`src/rtl/e603_exu_nice_issue.sv`:
```
// e603_exu_nice_issue: NICE decode, hazard-gated issue and in-order retire; E603_CFG_NICE_PAIR_EN enables two-beat pair ops
module e603_exu_nice_issue #(
  parameter int NICE_OUTS_DEPTH = 4,
  parameter int RF_IDX_W = 5
) (
  input  logic                clk,
  input  logic                rst_n,
  input  logic                i_valid,
  output logic                i_ready,
  input  logic [31:0]         i_instr,
  input  logic [31:0]         i_rs1,
  input  logic [31:0]         i_rs2,
  output logic                dec_rs1_en,
  output logic                dec_rs2_en,
  output logic                dec_rd_en,
  output logic                dec_rd_mac,
  output logic                dec_pair,
  output logic                dec_ilgl,
  output logic                o_ilgl,
  output logic                nice_req_valid,
  input  logic                nice_req_ready,
  output logic [31:0]         nice_req_instr,
  output logic [31:0]         nice_req_rs1,
  output logic [31:0]         nice_req_rs2,
  input  logic                nice_rsp_valid,
  output logic                nice_rsp_ready,
  input  logic [31:0]         nice_rsp_rdat,
  input  logic                nice_rsp_err,
  output logic                o_wbck_valid,
  input  logic                o_wbck_ready,
  output logic [RF_IDX_W-1:0] o_wbck_idx,
  output logic [31:0]         o_wbck_wdat,
  output logic                o_wbck_err,
  output logic                o_nice_busy
);
  localparam int PW = $clog2(NICE_OUTS_DEPTH);
  logic [NICE_OUTS_DEPTH-1:0] vld, e_rd_en, e_pair;
  logic [RF_IDX_W-1:0] e_idx [NICE_OUTS_DEPTH];
  logic [PW-1:0] wptr, rptr;
  logic [RF_IDX_W-1:0] rd_idx, rd_hi, rs1_idx, rs2_idx;
  logic full, empty, hazard, push, pop, rsp_hs, h_rd, h_pair, beat, opc_ok;
  function automatic logic hit(input logic [RF_IDX_W-1:0] e, input logic ep, input logic [RF_IDX_W-1:0] q);
    return (q != '0) && ((q == e) || (ep && (q[RF_IDX_W-1:1] == e[RF_IDX_W-1:1])));
  endfunction
  assign rd_idx = RF_IDX_W'(i_instr[11:7]);
  assign rd_hi = rd_idx | RF_IDX_W'(1);
  assign rs1_idx = RF_IDX_W'(i_instr[19:15]);
  assign rs2_idx = RF_IDX_W'(i_instr[24:20]);
  assign dec_rd_en = i_instr[14];
  assign dec_rs1_en = i_instr[13];
  assign dec_rs2_en = i_instr[12];
  assign dec_rd_mac = i_instr[31];
  assign opc_ok = (i_instr[6:0] == 7'b0001011) | (i_instr[6:0] == 7'b0101011) |
                  (i_instr[6:0] == 7'b1011011) | (i_instr[6:0] == 7'b1111011);
  assign dec_ilgl = !opc_ok | (dec_pair & i_instr[7]);
  assign full = vld[wptr];
  assign empty = !vld[rptr];
  assign o_nice_busy = !empty;
  // conservative hazard scan over every registered entry, including one retiring this cycle
  always_comb begin
    hazard = 1'b0;
    for (int i = 0; i < NICE_OUTS_DEPTH; i++)
      hazard |= vld[i] & e_rd_en[i] &
                ((dec_rs1_en & hit(e_idx[i], e_pair[i], rs1_idx)) |
                 (dec_rs2_en & hit(e_idx[i], e_pair[i], rs2_idx)) |
                 (dec_rd_en & (hit(e_idx[i], e_pair[i], rd_idx) | (dec_pair & hit(e_idx[i], e_pair[i], rd_hi)))));
  end
  assign nice_req_valid = i_valid & !dec_ilgl & !full & !hazard;
  assign o_ilgl = i_valid & dec_ilgl;
  assign i_ready = o_ilgl | (nice_req_valid & nice_req_ready);
  assign push = nice_req_valid & nice_req_ready;
  assign nice_req_instr = i_instr;
  assign nice_req_rs1 = i_rs1;
  assign nice_req_rs2 = i_rs2;
  assign h_rd = e_rd_en[rptr];
  assign h_pair = h_rd & e_pair[rptr];
  assign nice_rsp_ready = !empty & (h_rd ? o_wbck_ready : 1'b1);
  assign o_wbck_valid = !empty & h_rd & nice_rsp_valid;
  assign o_wbck_idx = e_idx[rptr] | RF_IDX_W'(beat);
  assign o_wbck_wdat = nice_rsp_rdat;
  assign o_wbck_err = nice_rsp_err;
  assign rsp_hs = nice_rsp_valid & nice_rsp_ready;
  assign pop = rsp_hs & (!h_pair | beat);
`ifdef E603_CFG_NICE_PAIR_EN
  assign dec_pair = i_instr[30];
  // pair results retire low register first, then the odd partner
  always_ff @(posedge clk or negedge rst_n)
    if (!rst_n) beat <= 1'b0;
    else if (rsp_hs & h_pair) beat <= !beat;
`else
  assign dec_pair = 1'b0;
  assign beat = 1'b0;
`endif
  // occupancy and pointers; slot-valid bits make full/empty a single lookup
  always_ff @(posedge clk or negedge rst_n)
    if (!rst_n) begin
      vld <= '0;
      wptr <= '0;
      rptr <= '0;
    end else begin
      if (push) begin
        vld[wptr] <= 1'b1;
        wptr <= wptr + PW'(1);
      end
      if (pop) begin
        vld[rptr] <= 1'b0;
        rptr <= rptr + PW'(1);
      end
    end
  // entry payload needs no reset, it is qualified by vld
  always_ff @(posedge clk)
    if (push) begin
      e_rd_en[wptr] <= dec_rd_en;
      e_pair[wptr] <= dec_pair;
      e_idx[wptr] <= rd_idx;
    end
endmodule

```
`config.mk`:
```
export PLATFORM = sky130hd
export DESIGN_NAME = e603_exu_nice_issue
export DESIGN_NICKNAME = d
export VERILOG_FILES = /design/src/rtl/e603_exu_nice_issue.sv
export SDC_FILE = /design/constraint.sdc
export NUM_CORES = 1
export LEC_CHECK = 0
export ABC_AREA = 1
export CAP_MARGIN = 30
export CORE_AREA = 2 2 109 111
export DETAILED_ROUTE_END_ITERATION = 8
export DIE_AREA = 0 0 111 113
export PLACE_DENSITY_LB_ADDON = 0.08
export SLEW_MARGIN = 20
export SYNTH_ARGS = -nofsm -noshare
export SYNTH_HDL_FRONTEND = slang
export SYNTH_SLANG_ARGS = --single-unit
```
`constraint.sdc`:
```
create_clock -name clk -period 3 [get_ports clk]
set_input_delay 0.6 -clock clk [delete_from_list [all_inputs] [get_ports clk]]
set_output_delay 0.6 -clock clk [all_outputs]
set_load 0.01 [all_outputs]
```
# Word-level counts from Yosys, hierarchy flattened
# Memory sizes are Yosys's and may differ from the RTL's.
# Index checks and enable logic that the tools add are counted.
# totals
memories	1
ramBits	20
input_bits	135
ff_bits	16
# classes
eq_ne	28
n_bitwise	51
muxes	18
n_lt_le_gt_ge	4
reduce_logical	45
add_sub_neg	2
# mem_list
name	words	width	read_ports	rd_ports_with_merged_regs	write_ports	line_no	source
e_idx	4	5	5	0	1	38	logic [RF_IDX_W-1:0] e_idx [NICE_OUTS_DEPTH];
# ops
operator	count
5-bit equality test	12
4-bit equality test	12
1-bit AND	31
1-bit logical AND	26
1-bit OR	15
5-bit nonzero test	3
7-bit equality test (second input constant)	2
1-bit logical OR	12
1-bit 2-to-1 mux	9
4-bit AND	2
1-bit binary-select mux with 2-bit select	4
4-bit 2-to-1 mux	2
4-bit NOT	2
7-bit by 4-bit equality test with 1-bit output (second input constant)	1
7-bit by 6-bit equality test with 1-bit output (second input constant)	1
2-bit by 3-bit less-than comparator with 1-bit output (second input constant)	2
2-bit by 1-bit adder with 2-bit output (second input constant)	2
4-bit bitwise mux	1
1-bit demux with 2-bit select	2
2-bit by 1-bit greater-or-equal comparator with 1-bit output (second input constant)	2
1-bit zero test	4
4-bit OR	1

# Depth between registers and ports, before layout
# Gate-level depths: netlist of the first run.
# An unclocked memory read counts as a cell.
# depth
depth_word	18
ltp_mapped	15
ltp_nobuf	14

# Worst setup path before layout of the first run
# No wires, ideal clock.
# synth_timing
path_type	input to output
startpoint	in i_instr[23]
endpoint	out i_ready
arrival_ps	1677
t_required_ps	2400
n_path_buf	1
cell_stages	10
slack_ps	723
path_cell_list	buf_6 -> nor3_2 -> nand3_2 -> nand3_1 -> nand3_1 -> nand2_1 -> nand3_4 -> nor2_8 -> nand2_2 -> o21ai_0
# synth_via
elab_chain_cells	15
# synth_lines
element	line_no	source
start: declaration	10	input logic [31:0] i_instr,
4-bit equality test	43	return (q != '0) && ((q == e) || (ep && (q[RF_IDX_W-1:1] == e[RF_IDX_W-1:1])));
1-bit logical AND	43	
1-bit logical OR	43	
1-bit logical AND	43	
1-bit AND	65	(dec_rs2_en & hit(e_idx[i], e_pair[i], rs2_idx)) |
1-bit OR	64	((dec_rs1_en & hit(e_idx[i], e_pair[i], rs1_idx)) |
1-bit OR	65	
1-bit AND	63	hazard |= vld[i] & e_rd_en[i] &
1-bit OR (2 in series)	63	
1-bit OR (*)	63	
1-bit zero test (*)	68	assign nice_req_valid = i_valid & !dec_ilgl & !full & !hazard;
1-bit AND (*)	68	
via nice_req_valid	20	output logic nice_req_valid,
1-bit AND (*)	70	assign i_ready = o_ilgl | (nice_req_valid & nice_req_ready);
1-bit OR (*)	70	
end: declaration	9	output logic i_ready,
# The timed path passes the listed nets; every way through them passes the cells marked *.

# Worst setup path after layout of the first run
# layout_timing
startpoint	in i_instr[1]
endpoint	out i_ready
# layout_via
elab_chain_cells	9
# layout_lines
element	line_no	source
7-bit by 4-bit equality test with 1-bit output / 7-bit by 6-bit equality test with 1-bit output (equally long branches)	53	assign opc_ok = (i_instr[6:0] == 7'b0001011) | (i_instr[6:0] == 7'b0101011) |
1-bit OR (2 in series)	53	
1-bit OR (*)	54	(i_instr[6:0] == 7'b1011011) | (i_instr[6:0] == 7'b1111011);
1-bit AND (3 in series)	68	
1-bit AND	70	
1-bit OR (*)	70	
# Mark *: on every way between the ends. The rest lies on a longest branch, timed or not.

==> summary.md, run 1 <==
| Metric | Value |
|---|---|
| Overall routing resource usage | `22.5%` |
| Max Used Layer | `met5` |
| Hold Crit Start | `vld[3]` |
| Cell taking the most area after synthesis | `buf_4` |
| Final setup fails | `0` |
| Placed insts | `653` |
| Setup crit end kind | `output port` |
| Synth Flop Type | `edfxtp_1` |
| Max Freq | `0.347 GHz` |
| Slew Viols, Final | `0` |
| GRT overflow | `0` |
| Maximum level of the CTS H-tree | `2` |
| Most frequent cell after synthesis | `buf_4` |
| Synth async-reset ratio | `22.2%` |
| Routed wl met3 | `2.83 mm` |
| Io pins | `281` |
| Post-Syn Area | `0.00385 sq mm` |
| Routability Congestion | `0.878` |
| Clock sink total | `36` |
| Crit path required time | `2400 ps` |
| Hold WS | `592 ps` |
| Compound-Gate Fraction of Synth Area | `10.5%` |
| Slowest stage cell, crit path | `clkdlybuf4s50_1` |
| Register area share after synthesis | `27.0%` |
| CP Depth | `11` |
| CTS tree | `done` |
| Post-route clock period utilization | `96.0%` |
| WL met1 | `5.25 mm` |
| Synth-to-Final Area Change | `7.76%` |
| Full die area | `0.0125 sq mm` |
| P per Cell Area | `496 mW/mm^2` |
| Rows | `39` |
| Synthesized area per cell | `7.09 sq um` |
| Worst endpoint data arrival time | `2280 ps` |
| Antenna diodes | `0` |
| Residual DRC count | `0` |
| First-pass DRT Iterations | `4` |
| Hold Buf Count CTS | `0` |
| Share of cells above drive strength 1 | `17.6%` |
| Multiplexer share of the synthesized area | `0%` |
| Skew-Pair Late Insertion Delay | `280 ps` |
| Outcome | `finished clean` |
| Clock skew | `3.52 ps` |
| Main combinational cell family by area after synthesis | `buffers and inverters` |
| CP top delay family | `buffers and inverters` |
| Crit path kind | `in2out` |
| ANT nets after route | `0` |
| Minimum clock period | `2880 ps` |
| Die Span Y | `113 microns` |
| Most frequent cells after synthesis | `buf_4, nand2_1, inv_1` |
| First-pass GRT wire length | `20.6 mm` |
| Starting density of the core | `34.2%` |
| Initial antenna violation count | `0` |
| Cells on Worst Hold Path | `2` |
| Final Util | `36.8%` |
| CTS buffer count | `5` |
| RR Startpoint | `e_idx[0][0]` |
| CP peak stage delay | `480 ps` |
| Adder-cell share of the synthesized area | `2.60%` |
| Port Buffers | `68` |
| Startpoint type of the worst setup path | `input pin` |
| Reg-to-Reg End | `e_idx[1][4]` |
| Ys Warns | `0` |
| FF-to-FF setup slack | `800 ps` |
| Final nets | `660` |
| WL/cell | `22.0 microns` |
| Vias per cell | `4.86` |
| Fillers | `1209` |
| Die W | `111 microns` |
| Max_cap viols | `0` |
| Worst Hold End | `vld[3]` |
| Setup Buffers After CTS | `0` |
| Worst-path cell chain | `clkdlybuf4s50_1, nand2_1, nor3b_1, nand2_1, a211oi_2, buf_4, nand3_4, nor2_8, nand2_2, o21ai_2, buf_2` |
| Core footprint | `0.0113 sq mm` |
| Top cell type's share of synthesized area | `26.1%` |
| HP Class | `reg2reg` |
| Routed wl met2 | `5.80 mm` |
| Simple-Gate Fraction of Synth Area | `24.5%` |
| Synth area leaders | `buf_4, edfxtp_1, nand2_1, dfrtp_1, a21oi_1` |
| Number of enable flip-flop cells after synthesis | `28` |
| Synthesized flop and latch total | `36` |
| Clk buf depth | `2` |
| Register Area | `0.00104 sq mm` |
| R2R cell count | `12` |
| CP most frequent cell | `nand2_1` |
| Largest net degree at the start of global routing | `17` |
| Buf/Inv on CP | `3` |
| Critical path fanouts, max | `2` |
| Vias in the first global route | `3168` |
| Leakage power | `1.93 nW` |
| Synth unique cells | `33` |
| Fin. Hold Viols | `0` |
| Post-Synthesis Cells | `543` |
| Xor/xnor share of the synthesized area | `2.05%` |
| Multi-input logic area | `0.00155 sq mm` |
| Drt first-iter violations | `168` |
| Clock Tree Root | `clkbuf_16` |
| Synth Net Count | `686` |
| Clock transition at path regs | `50 ps` |
| Via count | `3212` |
| Final WL | `14.5 mm` |
| Post-route insts no fill | `661` |
| Dpl hpwl | `12.4 mm` |
| Max rail drop VDD | `478 uV` |
flip-flops by register name (all words and copies together) (netlist names):
register  count
e_idx        20
e_pair        4
e_rd_en       4
vld           4
rptr          2
wptr          2
metrics by stage:
| stage | power [W] | cell area [sq um] | setup slack, ps | setup TNS [ps] |
|---|---|---|---|---|
| after floorplan | 0.00130 | 3850 | 723 | 0 |
| after global placement | 0.00158 | 4000 | -403 | -776 |
| after detailed placement | 0.00157 | 4000 | -430 | -826 |
| after CTS | 0.00208 | 4130 | 4.56 | 0 |
| after global routing | 0.00221 | 4150 | -0.642 | -0.642 |
| final | 0.00206 | 4150 | 120 | 0 |
layout make-up:
class,count,area share [%]
timing repair buffer,106,24.0
multi-input combinational,302,37.3
clock inverter,1,0.0904
clock buffer,7,3.19
tap,143,4.31
inverter,66,5.97
sequential,36,25.1
power breakdown:
part / total (W) / switching, W / internal [W]
Clock: 0.000496 / 0.000191 / 0.000305
Combinational: 0.000925 / 0.000514 / 0.000411
Sequential: 0.000637 / 0.0000473 / 0.000590
worst reg2reg max path, stage by stage, from the launching register on:
cell      delay, ps
edfxtp_1        470
inv_1           170
nand2_1          70
a21oi_1         170
nor2_1           70
nand3_1          80
nand3_1          80
nand2_2          80
nand2_4          60
nor2_8          120
buf_6           130
nand3_1         110
inv_1           260
repair_timing:
item | CTS | global route
endpoints found under the setup margin | 2 | 2
pin swaps | 1 | 2
resized for setup | 16 | 10
cells by family (layout without fill, tap and decap cells):
logic type               count (synthesis)  after routing
adder cells (fa/ha/maj)                  8              8
flip-flops                              36             36
other                                    1              1
AO/OA/AOI/OAI                           73             73
buffers and inverters                  205            180
AND/OR/NAND/NOR                        211            211
XOR/XNOR                                 9              9
worst max path at each step:
stage	start	end
2_1_floorplan	i_instr[23]	i_ready
3_3_place_gp	i_instr[7]	i_ready
3_5_place_dp	i_instr[7]	i_ready
4_1_cts	i_instr[15]	nice_req_valid
6_report	i_instr[1]	i_ready
5_1_grt	i_instr[11]	i_ready
cell usage in the layout, fill, tap and decap left out, types with 2 or more instances in the layout:
cell	instances
clkbuf_1	2
ha_1	8
xnor2_1	3
nand3_2	6
dlygate4sd2_1	7
nor3_2	4
inv_1	49
xor2_1	6
o21ai_0	17
clkbuf_16	5
o211ai_1	3
buf_12	3
buf_6	2
a21oi_2	4
buf_2	2
nand2_2	7
nor2_2	3
dlymetal6s2s_1	2
edfxtp_1	28
nand3_1	30
clkdlybuf4s50_1	57
nor2_1	43
dfrtp_1	8
nand2_1	113
inv_2	17
o21ai_1	2
o22ai_1	6
buf_4	33
a21oi_1	39
routing by layer:
metal	global-route usage, %	up-vias
met4	7.58	4
met3	19.5	38
li1	-	1540
met1	24.3	1424
met2	31.1	206
met5	9.80	-
(Power assumes the default switching activity.)
==> run 2, diff against run 1 <==
CORE_AREA = not set   (was 2 2 109 111)
CORE_MARGIN = 2   (was not set)
CORE_UTILIZATION = 35   (was not set)
DIE_AREA = not set   (was 0 0 111 113)
clock period = 2.76 ns   (was 3 ns; I/O delays follow)
==> run 2 against run 1 <==
Routed wire length increased by 3.2%. Via count increased by 3.5%. Die area decreased by 5.4%. Final area increased by 3.3%. Sequential cell count unchanged. Total power increased by 4.8%. Critical path type unchanged. Largest cell class unchanged.
==> summary.md, run 2 (synthesis gave the netlist of run 1 again) <==
| Metric | Value |
|---|---|
| Overall routing resource usage | `24.6%` |
| Startpoint type of the worst setup path | `input pin` |
| Initial antenna violation count | `0` |
| Max_cap viols | `0` |
| Post-route clock period utilization | `96.8%` |
| Max Freq | `0.374 GHz` |
| Final nets | `674` |
| CP endpoint | `nice_req_valid` |
| Outcome | `finished clean` |
| Routability Congestion | `0.896` |
| Leakage power | `2.10 nW` |
| Clk buf depth | `2` |
| P_sw | `0.000835 W` |
| Most frequent cells in the layout | `nand2_1, inv_1, buf_4, clkdlybuf4s50_1` |
| Rows | `38` |
| Setup crit end kind | `output port` |
| Post-route insts no fill | `672` |
| Port Buffers | `68` |
| Critical path fanouts, max | `5` |
| CTS tree | `done` |
| Antenna diodes | `0` |
| R2R cell count | `11` |
| Starting density of the core | `35.7%` |
| Residual DRC count | `0` |
| WL/cell | `22.3 microns` |
| Clock sink total | `36` |
| Most common cell after layout, fill and taps aside | `nand2_1` |
| Vias in the first global route | `3178` |
| Crit path kind | `in2out` |
| Grt peak-use layer | `met2` |
| Via count | `3323` |
| Multi-input logic area | `0.00160 sq mm` |
| Fin. Hold Viols | `0` |
| ANT nets after route | `0` |
| P per Cell Area | `503 mW/mm^2` |
| Grt met1 use | `28.2%` |
| Minimum clock period | `2670 ps` |
| CTS buffer count | `5` |
| Clock transition at path regs | `80 ps` |
| Slew Viols, Final | `0` |
| Worst setup startpoint | `i_instr[14]` |
| Largest net degree at the start of global routing | `19` |
| Final setup fails | `0` |
| Clock Tree Root | `clkbuf_8` |
| Clock skew | `4.33 ps` |
| Crit path required time | `2210 ps` |
| Synth-to-Final Area Change | `11.3%` |
| Vias per cell | `4.94` |
| Final WL | `15.0 mm` |
| Maximum level of the CTS H-tree | `2` |
| Most flops, register | `e_idx` |
| First-pass GRT wire length | `20.8 mm` |
| Full die area | `0.0119 sq mm` |
| Switching share of power | `38.7%` |
| Hold WS | `575 ps` |
| Internal power | `0.00132 W` |
| Placed insts | `656` |
| Worst endpoint data arrival time | `2120 ps` |
| Power, Total | `0.00216 W` |
| Fillers | `1136` |
| Die Span Y | `109 microns` |
| Clock power share | `17.3%` |
| GRT overflow | `0` |
| Core footprint | `0.0108 sq mm` |
| Max reg flops | `20` |
| First-pass DRT Iterations | `4` |
| Max rail drop VDD | `317 uV` |
| Register Area | `0.00104 sq mm` |
| Io pins | `281` |
| Share of cells above drive strength 1 | `23.1%` |
| Hold Buf Count CTS | `0` |
| Sequential Power Share | `31.9%` |
| GR Util met2 | `32.7%` |
| Die W | `109 microns` |
| Comb pwr share | `50.9%` |
| Dpl hpwl | `12.3 mm` |
| RR Startpoint | `wptr[1]` |
| Reg-to-Reg End | `e_idx[0][1]` |
| FF-to-FF setup slack | `530 ps` |
| HP Class | `in2async` |
| Drt first-iter violations | `171` |
| Met3 Resource Use GR | `22.0%` |
| Skew-Pair Late Insertion Delay | `290 ps` |
==> run 2: changes by cell type in the layout (fill, tap and decap cells not counted), sizes merged <==
cell / previous run / this run
inv: 66 / 65
clkinvlp: 0 / 2
clkbuf: 7 / 6
dlygate4sd2: 7 / 9
clkinv: 1 / 3
dlymetal6s2s: 2 / 13
clkdlybuf4s50: 57 / 43
buf: 40 / 53
==> run 2: power groups by stage <==
| stage | Combinational, W | Sequential [W] | Clock, W |
|---|---|---|---|
| finish | 0.00110 | 0.000688 | 0.000372 |
| global route | 0.00122 | 0.000694 | 0.000406 |
| CTS | 0.00104 | 0.000682 | 0.000383 |
| detailed placement | 0.00104 | 0.000694 | 0 |
| global placement | 0.00103 | 0.000695 | 0 |
| floorplan | 0.000718 | 0.000700 | 0 |
==> run 2: area by class of cell <==
type,count,area share (%)
Sequential cell,36,24.3
Timing Repair Buffer,119,26.3
Clock inverter,3,0.321
Clock buffer,5,1.60
Inverter,66,5.92
Multi-Input combinational cell,302,37.3
Timing Repair inverter,1,0.175
Tap cell,140,4.08
==> run 2: worst max-delay path, stage by stage <==
cell,delay (ps)
clkdlybuf4s50_1,490
inv_2,70
a21oi_1,110
nand2_1,80
nor2_1,130
nand3_1,130
nand3_2,100
nand2_2,60
nand2_4,90
nor2_8,40
buf_6,130
buf_2,130
==> run 2: how the worst min path moves through the flow <==
| stage | start | to | slack [ps] | depth (start not counted) |
|---|---|---|---|---|
| final | rst_n | rptr[0] | 570 | 1 |
| after global routing | rst_n | rptr[0] | 590 | 1 |
| after global placement | vld[3] | vld[3] | 590 | 2 |
| after detailed placement | vld[2] | vld[2] | 590 | 2 |
| after floorplan | rst_n | rptr[0] | 260 | 0 |
| after CTS | rst_n | rptr[0] | 580 | 1 |
==> run 2: routing by layer <==
layer	part of all wire (%)	wire, microns
met5	0.89	134
met4	2.3	337
met3	20	3040
met2	41	6130
met1	36	5340
==> run 2: what timing repair did <==
action / 4_1_cts / 5_1_grt
resized for setup: 27 / 34
pin swaps: 3 / 17
gates cloned: 0 / 1
setup endpoints to repair: 2 / 4
buffers inserted: 0 / 7
==> run 2: metrics by stage <==
step	util [%]	setup slack (ps)	area, sq um	TNS [ps]
after floorplan	-	579	3850	0
after global placement	37.6	-563	4050	-2480
after detailed placement	37.6	-574	4050	-2790
after CTS	38.4	-27.9	4140	-31.3
after global routing	39.7	-9.91	4290	-9.91
final	39.7	88.7	4290	0
==> run 3, diff against run 2 <==
CAP_MARGIN = not set   (was 30)
==> results of run 3 <==
No change in the layout: final DEF, timing and power equal those of run 2.
